## config.mk

```make
export PLATFORM = sky130hd
export DESIGN_NAME = fetch_sequencer
export DESIGN_NICKNAME = d
export VERILOG_FILES = /design/src/rtl/cpu_pkg.sv /design/src/rtl/ret_stack.sv /design/src/rtl/fetch_sequencer.sv
export SDC_FILE = /design/constraint.sdc
export NUM_CORES = 1
export LEC_CHECK = 0
export CORE_ASPECT_RATIO = 1.75
export CORE_UTILIZATION = 52
export DETAILED_ROUTE_END_ITERATION = 6
export GPL_ROUTABILITY_DRIVEN = 0
export PLACE_DENSITY_LB_ADDON = 0.12
export REMOVE_ABC_BUFFERS = 1
export SLEW_MARGIN = 20
export SYNTH_ARGS = -nofsm -noshare
export SYNTH_HDL_FRONTEND = slang
export SYNTH_SLANG_ARGS = --single-unit
```

## constraint.sdc

```tcl
create_clock -name clk -period 3.5 [get_ports clk]
set_input_delay 0.35 -clock clk [delete_from_list [all_inputs] [get_ports clk]]
set_output_delay 0.35 -clock clk [all_outputs]
set_load 0.005 [all_outputs]
```

## src/rtl/cpu_pkg.sv

```systemverilog
// Shared definitions for the 19-bit CPU front end: opcodes, PC command
// encodings, default widths and the fetch sequencer state encoding.
package cpu_pkg;

  localparam int unsigned ADDR_W_DEF  = 14;
  localparam int unsigned INSTR_W_DEF = 19;
  localparam int unsigned OPC_W       = 5;

  // Opcodes resolved inside the sequencer; everything else goes to execute.
  localparam logic [OPC_W-1:0] OP_NOP  = 5'h00;
  localparam logic [OPC_W-1:0] OP_JMP  = 5'h10;
  localparam logic [OPC_W-1:0] OP_BEQ  = 5'h11;
  localparam logic [OPC_W-1:0] OP_BNE  = 5'h12;
  localparam logic [OPC_W-1:0] OP_CALL = 5'h13;
  localparam logic [OPC_W-1:0] OP_RET  = 5'h14;
  localparam logic [OPC_W-1:0] OP_HLT  = 5'h1F;

  // PC command as {loadPC, incPC}.
  localparam logic [1:0] PC_CLR  = 2'b00;
  localparam logic [1:0] PC_LOAD = 2'b10;
  localparam logic [1:0] PC_INC  = 2'b01;
  localparam logic [1:0] PC_HOLD = 2'b11;

  typedef enum logic [2:0] {
    ST_CLR,
    ST_SETTLE,
    ST_FETCH,
    ST_DECODE,
    ST_EXEC,
    ST_ADV_INC,
    ST_ADV_LOAD,
    ST_HALT
  } fetch_state_e;

endpackage

```

## src/rtl/ret_stack.sv

```systemverilog
// Return-address stack: DEPTH entries of DATA_W bits, push/pop with
// full/empty status. Only the stack pointer is reset; entries keep stale data.
// Ports:
//   clk, rst   clock, asynchronous active-high reset
//   push, pop  operations (ignored when full / empty respectively)
//   wdata      value pushed
//   top_c      entry at top of stack (decoded from sp)
//   full_c     all entries in use
//   empty_c    no entries in use
module ret_stack #(
  parameter int unsigned DATA_W = 14,
  parameter int unsigned DEPTH  = 4
) (
  input  logic              clk,
  input  logic              rst,
  input  logic              push,
  input  logic              pop,
  input  logic [DATA_W-1:0] wdata,
  output logic [DATA_W-1:0] top_c,
  output logic              full_c,
  output logic              empty_c
);

  localparam int unsigned IDX_W = (DEPTH > 1) ? $clog2(DEPTH) : 1;
  localparam int unsigned SP_W  = $clog2(DEPTH) + 1;

  logic [SP_W-1:0]   sp;
  logic [DATA_W-1:0] mem [DEPTH];

  assign full_c  = (sp == SP_W'(DEPTH));
  assign empty_c = (sp == '0);
  assign top_c   = mem[IDX_W'(sp - SP_W'(1))];

  // Stack pointer
  always_ff @(posedge clk or posedge rst) begin
    if (rst) begin
      sp <= '0;
    end else if (push && !full_c) begin
      sp <= sp + SP_W'(1);
    end else if (pop && !empty_c) begin
      sp <= sp - SP_W'(1);
    end
  end

  // Storage, deliberately not reset
  always_ff @(posedge clk) begin
    if (push && !full_c) begin
      mem[IDX_W'(sp)] <= wdata;
    end
  end

endmodule

```

## src/rtl/fetch_sequencer.sv

```systemverilog
// Program-counter control FSM: fetch -> decode -> execute -> PC advance.
// Resolves JMP/BEQ/BNE/CALL/RET/HLT locally, hands other opcodes to the
// execute datapath, and waits SETTLE_CYCLES after every PC command.
// Ports:
//   clk, rst            clock, asynchronous active-high reset
//   pc_value            current PC (lags its command by two edges)
//   loadPC, incPC       PC command: 00 clear, 10 load, 01 inc, 11 hold
//   pc_address          load target for the PC
//   mem_req, mem_addr   instruction read request and address
//   mem_ack, mem_rdata  read completion and instruction word
//   ir                  latched instruction
//   exec_start          one-cycle start pulse to the execute datapath
//   exec_done           execute complete
//   zero_flag           ALU zero flag, sampled in DECODE
//   halted              high in HALT
//   stack_err           sticky return-stack overflow/underflow
module fetch_sequencer
  import cpu_pkg::*;
#(
  parameter int unsigned ADDR_W        = ADDR_W_DEF,
  parameter int unsigned INSTR_W       = INSTR_W_DEF,
  parameter int unsigned STACK_DEPTH   = 4,
  parameter int unsigned SETTLE_CYCLES = 2
) (
  input  logic               clk,
  input  logic               rst,
  input  logic [ADDR_W-1:0]  pc_value,
  output logic               loadPC,
  output logic               incPC,
  output logic [ADDR_W-1:0]  pc_address,
  output logic               mem_req,
  output logic [ADDR_W-1:0]  mem_addr,
  input  logic               mem_ack,
  input  logic [INSTR_W-1:0] mem_rdata,
  output logic [INSTR_W-1:0] ir,
  output logic               exec_start,
  input  logic               exec_done,
  input  logic               zero_flag,
  output logic               halted,
  output logic               stack_err
);

  localparam int unsigned CNT_W = $clog2(SETTLE_CYCLES + 1);

  fetch_state_e     state, state_d;
  logic [CNT_W-1:0] settle_cnt;
  logic [ADDR_W-1:0] target_d;
  logic [1:0]       pc_cmd_d;
  logic             push, pop, err_d;
  logic [ADDR_W-1:0] stk_top_c;
  logic             stk_full_c, stk_empty_c;
  logic [OPC_W-1:0] opcode;
  logic [ADDR_W-1:0] ir_target;

  assign opcode    = ir[INSTR_W-1 -: OPC_W];
  assign ir_target = ir[ADDR_W-1:0];

  ret_stack #(
    .DATA_W (ADDR_W),
    .DEPTH  (STACK_DEPTH)
  ) u_ret_stack (
    .clk     (clk),
    .rst     (rst),
    .push    (push),
    .pop     (pop),
    .wdata   (pc_value + ADDR_W'(1)),
    .top_c   (stk_top_c),
    .full_c  (stk_full_c),
    .empty_c (stk_empty_c)
  );

  // Next state, branch target and stack control
  always_comb begin
    state_d  = state;
    target_d = ir_target;
    push     = 1'b0;
    pop      = 1'b0;
    err_d    = 1'b0;
    case (state)
      ST_CLR:    state_d = ST_SETTLE;
      ST_SETTLE: if (settle_cnt == CNT_W'(SETTLE_CYCLES - 1)) state_d = ST_FETCH;
      ST_FETCH:  if (mem_ack) state_d = ST_DECODE;
      ST_DECODE: begin
        case (opcode)
          OP_NOP: state_d = ST_ADV_INC;
          OP_JMP: state_d = ST_ADV_LOAD;
          OP_BEQ: state_d = zero_flag ? ST_ADV_LOAD : ST_ADV_INC;
          OP_BNE: state_d = zero_flag ? ST_ADV_INC : ST_ADV_LOAD;
          OP_CALL: begin
            if (stk_full_c) begin
              err_d   = 1'b1;
              state_d = ST_HALT;
            end else begin
              push    = 1'b1;
              state_d = ST_ADV_LOAD;
            end
          end
          OP_RET: begin
            if (stk_empty_c) begin
              err_d   = 1'b1;
              state_d = ST_HALT;
            end else begin
              pop      = 1'b1;
              target_d = stk_top_c;
              state_d  = ST_ADV_LOAD;
            end
          end
          OP_HLT:  state_d = ST_HALT;
          default: state_d = ST_EXEC;
        endcase
      end
      ST_EXEC:     if (exec_done) state_d = ST_ADV_INC;
      ST_ADV_INC:  state_d = ST_SETTLE;
      ST_ADV_LOAD: state_d = ST_SETTLE;
      ST_HALT:     state_d = ST_HALT;
      default:     state_d = ST_CLR;
    endcase

    // Outputs are registered from the state being entered.
    pc_cmd_d = PC_HOLD;
    case (state_d)
      ST_CLR:      pc_cmd_d = PC_CLR;
      ST_ADV_INC:  pc_cmd_d = PC_INC;
      ST_ADV_LOAD: pc_cmd_d = PC_LOAD;
      default:     pc_cmd_d = PC_HOLD;
    endcase
  end

  // State and registered outputs
  always_ff @(posedge clk or posedge rst) begin
    if (rst) begin
      state             <= ST_CLR;
      settle_cnt        <= '0;
      {loadPC, incPC}   <= PC_CLR;
      pc_address        <= '0;
      mem_req           <= 1'b0;
      mem_addr          <= '0;
      ir                <= '0;
      exec_start        <= 1'b0;
      halted            <= 1'b0;
      stack_err         <= 1'b0;
    end else begin
      state           <= state_d;
      settle_cnt      <= (state == ST_SETTLE) ? settle_cnt + CNT_W'(1) : '0;
      {loadPC, incPC} <= pc_cmd_d;
      if (state_d == ST_ADV_LOAD) pc_address <= target_d;
      mem_req <= (state_d == ST_FETCH);
      // PC is settled and held for the whole fetch; capture it on entry.
      if (state_d == ST_FETCH && state != ST_FETCH) mem_addr <= pc_value;
      if (state == ST_FETCH && mem_ack) ir <= mem_rdata;
      exec_start <= (state_d == ST_EXEC) && (state != ST_EXEC);
      halted     <= (state_d == ST_HALT);
      stack_err  <= stack_err | err_d;
    end
  end

endmodule

```

---- After elaboration in Yosys (flattened, before gate mapping) ----
Memory sizes are Yosys's and may differ from the RTL's.
Index checks and enable logic that the tools add are counted.
storage, ports and cells
  register bits ........................... 61
  logic and storage cells ................. 81
  bits in writable memories ............... 56
  memories ................................ 1
  bits of input ports ..................... 38
  output and inout port bits .............. 53
memories
  name             depth  bits a word  rd ports  clocked after Yosys merged registers in  wr ports  line             source
  u_ret_stack.mem  4      14           1         0                                        1         ret_stack.sv:28  logic [DATA_W-1:0] mem [DEPTH];
cells by class
  reduce and logical (&&, ||, !) cells .... 13
  muxes and demuxes ....................... 28
  add/sub/neg operators ................... 4
  bitwise operators ....................... 1
  equality and inequality tests ........... 22
operator list
  kind                   count
  $mux 14                3
  $eq 5x5->1 const B     6
  $eq 3x3->1 const B     9
  $pmux 3 s6             1
  $mux 3                 5
  $add 14x1->14 const B  1
  $pmux 2 s7             1
  $mux 1                 13
  $eq 3x2->1 const B     3
  $logic_not 3->1        3
  $mux 2                 3
  $pmux 2 s3             1
  $logic_and 1x1->1      5
  $logic_not 5->1        1
  $add 3x1->3 const B    1
  $eq 3x1->1 const B     1
  $ne 3x2->1 const B     1
  $ne 3x3->1 const B     1
  $reduce_or 3->1        1
  $sub 3x1->3 const B    1
  $add 2x1->2 const B    1
  $eq 2x1->1 const B     1
  $logic_not 1->1        2
  $pmux 1 s2             1
  other kinds (2)        2

---- Longest topological paths before layout ----
  depth in word-level cells ............... 7
  gate-level depth with buffers ........... 10
  depth with buffers taken out ............ 7

---- Cells and area by module ----
A second synthesis with hierarchy kept.
unflattened totals
  cell total of the unflattened synthesis .. 332
  area, all modules ....................... 5,182.5 um2
by module, submodules not included
  module           seq. area each (um2)  cells an instance  times used  area each (um2)
  fetch_sequencer  1,451.4               226                1           2,837.7
  ret_stack        1,756.7               106                1           2,344.7

---- Worst setup path after synthesis ----
OpenSTA, ideal clock, no wires.
  path type ............................... reg-to-reg
  start ................................... register u_ret_stack.sp[0]
  end ..................................... register pc_address[0]
  library setup time ...................... 0.125 ns
  setup slack ............................. 0.456 ns
  clock period less this slack ............ 3.044 ns
  arrival ................................. 2.919 ns
  stages on the path, launching flop included .. 10
  data required time ...................... 3.375 ns
  buffers on the path ..................... 4
  cell sequence ........................... dfrtp_1 clkbuf_1 buf_2 inv_1 ha_1 clkbuf_1 clkbuf_1 mux4_2 mux2_2 mux2_4
on the way
  longest elaborated chain between the ends .. 5
  elaborated cells between the ends (all ways) .. 12
  classes of those cells .................. add/sub (1); eq/ne (2); mux (7); reduce/logical (1); memory (1)
RTL lines
  element                                line                                           source
  start, declared                        ret_stack.sv:27                                logic [SP_W-1:0] sp;
  start signal, assigned                 ret_stack.sv:39                                sp <= sp + SP_W'(1);
  start signal, assigned                 ret_stack.sv:41                                sp <= sp - SP_W'(1);
  $sub 3x1->3 (tied with other cells)    ret_stack.sv:32                                assign top_c = mem[IDX_W'(sp - SP_W'(1))];
  $mem_v2 4x14 (tied with other cells)   n/a
  $mux 14 or $pmux 2 s7 (tied branches)  fetch_sequencer.sv:99, fetch_sequencer.sv:84
  $mux 14 or $pmux 3 s6 (tied branches)  fetch_sequencer.sv:84, fetch_sequencer.sv:79
  $mux 14 or $eq 3x3->1 (tied branches)  fetch_sequencer.sv:79, fetch_sequencer.sv:146
  end signal, assigned                   fetch_sequencer.sv:146                         if (state_d == ST_ADV_LOAD) pc_address <= target_d;
  end, declared                          fetch_sequencer.sv:30                          output logic [ADDR_W-1:0] pc_address,
Parallel ways exist; a longest one is shown, timed or not.
A chain may end at the register's enable or synchronous reset.

---- Worst setup path after layout ----
  start ................................... register state[0]
  end ..................................... register pc_address[3]
on the way
  longest elaborated chain between the ends .. 4
  elaborated cells between the ends (all ways) .. 15
  classes of those cells .................. eq/ne (8); mux (5); reduce/logical (2)
RTL lines
  element                                        line                    source
  start, declared                                fetch_sequencer.sv:45   fetch_state_e state, state_d;
  start signal, assigned                         fetch_sequencer.sv:143  state <= state_d;
  $eq 3x3->1 or $logic_not 3->1 (tied branches)  fetch_sequencer.sv:79   case (state)
  $reduce_or 3->1 (no line)                      n/a
  $pmux 3 s6                                     fetch_sequencer.sv:79
  $eq 3x3->1                                     fetch_sequencer.sv:146
Parallel ways exist; a longest one is shown, timed or not.

==> flow_metrics.env <==
export IMPL_ys_types=43
export IMPL_dp_slack_ps=826
export IMPL_grt_use_total=0.218
export IMPL_drt_iter0_markers=146
export IMPL_holdCritPathClass="primary input to async pin"
export IMPL_netlist_area_mm2=0.00508
export IMPL_status="complete, no violations"
export IMPL_avgSynthCellArea_um2=15.8
export IMPL_criticalPathCategory="flop to flop"
export IMPL_crit_required_ps=3790
export IMPL_initial_utilization=0.537
export IMPL_crit_path_start_kind="flop"
export IMPL_grt_overflow=0
export IMPL_antenna_found_initial=0
export IMPL_wire_per_inst_um=18.0
export IMPL_cpPeakStageDelay_ps=710
export IMPL_report_final_slew_viol_count=0
export IMPL_cts_hold_buf=0
export IMPL_synthArstFlopShare=0.521
export IMPL_crit_buf_inv=0
export IMPL_hold_viol=0
export IMPL_min_period_ps=2590
export IMPL_avgViaCountPerCell=5.50
export IMPL_drc=0
export IMPL_grt_pass1_wl_um=16500
export IMPL_finalSetupTns_ps=0
export IMPL_path_clk_slew_ps=60
export IMPL_drive_above_1_share=0.280
export IMPL_power_density_mw_per_mm2=819
export IMPL_post_cts_setup_buffers=0
export IMPL_synth_ff_latch_count=117
export IMPL_synth_area_top_cells="edfxtp_1 33%, dfrtp_1 30%, mux2_2 11%, mux4_2 6.2%, mux2_4 3.0%"
export IMPL_worst_pin_slew_ps=765
export IMPL_p_leak_uw=0.00260
export IMPL_ctsResizeCount=0
export IMPL_ys_flop_type="dfrtp_1"
export IMPL_period_share=0.741
export IMPL_vdd_drop_max_mv=0.571
export IMPL_rsz0062_at_grt="false"
export IMPL_setup_viol=0
export IMPL_cts_root_buf="clkbuf_16"
export IMPL_seq_area_frac_synth=0.631
export IMPL_synth_top_cell_by_area="edfxtp_1"
export IMPL_cp_max_fo=15
export IMPL_syn_instance_count=322
export IMPL_h_tree_depth=4
export IMPL_arrival_ps=2880
export IMPL_core_area_mm2=0.00947
export IMPL_grt_max_degree=33
export IMPL_fmax_mhz=385
export IMPL_holdWs_ps=357
export IMPL_drv_cap=0
export IMPL_row_count=47
export IMPL_port_buffer_count=90
export IMPL_synth_most_common_cell="dfrtp_1"
export IMPL_cts_sinks=117
export IMPL_cts_tree="built"
export IMPL_ios=91
export IMPL_postRouteAntennaNets=0
export IMPL_finish_utilization=0.712
export IMPL_dieArea_mm2=0.0102
export IMPL_die_y_um=133
export IMPL_area_growth_pct=32.7
export IMPL_clkLatencyLatePin_ps=400
export IMPL_cp_slowest_cell="and3_1"
export IMPL_clockBufferDepth=2
export IMPL_timing_critical_path_cells="nand2_1, nor4_1, and3_1, mux2_2, mux2_4"
export IMPL_synth_top_area_frac=0.331
export IMPL_synth_edf_count=56
export IMPL_layout_setup_ws_ps=905
export IMPL_dp_hpwl_um=6910
export IMPL_cts_made_buffers=17
export IMPL_grt_pass1_vias=3275
export IMPL_num_nets_final=468
export IMPL_critPathTopFamily="simple AND/OR/NAND/NOR gates"
export IMPL_slew_headroom=0.490
export IMPL_synth_warnings=0
export IMPL_wirelength_um=10100
export IMPL_crit_path_end_kind="flop"
export IMPL_n_antenna_cell=0
export IMPL_finalClockSkew_ps=9.62
export IMPL_synthTopCellsByCount="61 x dfrtp_1, 56 x edfxtp_1, 51 x mux2_2"
export IMPL_first_pass_iters=4
export IMPL_die_w_um=76.8
export IMPL_num_vias=3067
[placed cells by master, fill, tap and decap left out, drive strengths merged, types with 2 or more instances in the layout]
cell type / Yosys / layout
nor2: 12 / 12
buf: 7 / 5
dfrtp: 61 / 61
o22ai: 2 / 2
clkdlybuf4s50: 0 / 90
mux2: 61 / 61
xor2: 3 / 3
nand2: 18 / 18
and2: 3 / 3
and3: 5 / 5
clkinvlp: 0 / 5
clkinv: 0 / 3
a21oi: 4 / 4
nor4: 4 / 4
nand3: 7 / 7
bufinv: 0 / 4
inv: 12 / 15
mux4: 14 / 14
nor2b: 2 / 2
xnor2: 11 / 11
nand4: 4 / 4
ha: 7 / 7
o21ai: 5 / 5
edfxtp: 56 / 56
clkbuf: 6 / 17
[flip-flops by register name (all words and copies together) (netlist names)]
signal / count
settle_cnt: 2
loadPC: 1
state: 3
exec_start: 1
halted: 1
pc_address: 14
mem_req: 1
mem_addr: 14
ir: 19
incPC: 1
stack_err: 1
u_ret_stack.mem: 56
u_ret_stack.sp: 3
[worst reg2reg max path, stage by stage, from the launching register on]
cell	delay [ps]
dfrtp_1	510
nand2_1	170
nor4_1	410
and3_1	710
mux2_2	420
mux2_4	270
[final timing paths]
path	startpoint	to	slack, ps	cells past startpoint
worst max-delay path	state[0]	pc_address[3]	910	5
worst min-delay path	rst	ir[5]	360	2
worst max register to register	state[0]	pc_address[3]	910	5
worst min register to register	settle_cnt[0]	settle_cnt[0]	440	1
max in group asynchronous	rst	ir[15]	2280	3
min in group clk	settle_cnt[0]	settle_cnt[0]	440	1
[per-layer routing]
metal | wire length, um | share of wire | GRT usage
met4 | 203 | 0.020 | 0.110
met1 | 3880 | 0.39 | 0.230
met5 | 0 | 0 | 0
met2 | 5600 | 0.56 | 0.395
met3 | 367 | 0.037 | 0.0545
[metrics by stage]
| step | instances | area (um^2) | power (uW) |
|---|---|---|---|
| after floorplan | 309 | 5020 | 2870 |
| after global placement | 526 | 6120 | 3680 |
| after detailed placement | 526 | 6120 | 3730 |
| after CTS | 558 | 6750 | 5580 |
| after global routing | 558 | 6750 | 5790 |
| final | 558 | 6750 | 5520 |
[cell type report]
type / count / area [um^2]
sequential: 117 / 3210
fill: 634 / 2720
multi-input combinational: 180 / 1770
timing repair buffer: 95 / 938
clock buffer: 17 / 425
clock inverter: 15 / 201
tap: 122 / 153
inverter: 12 / 45.0
[logic make-up (layout without fill, tap and decap cells)]
group | after synthesis | in the layout | synth area share
adder cells (fa/ha/maj) | 8 | 8 | 0.0194
buffers and inverters | 25 | 139 | 0.0214
multiplexers | 75 | 75 | 0.204
AND/OR/NAND/NOR | 63 | 63 | 0.0672
AO/OA/AOI/OAI | 20 | 20 | 0.0325
XOR/XNOR | 14 | 14 | 0.0241
flip-flops | 117 | 117 | 0.631
[report_power, final]
group / leakage, uW / switching (uW) / internal, uW / total (uW)
Combinational: 0.00106 / 580 / 1060 / 1640
Sequential: 0.00125 / 287 / 1770 / 2060
Clock: 0.000290 / 629 / 1190 / 1820
Total: 0.00260 / 1500 / 4030 / 5520
No activity file was read; power rests on OpenSTA's default activity.
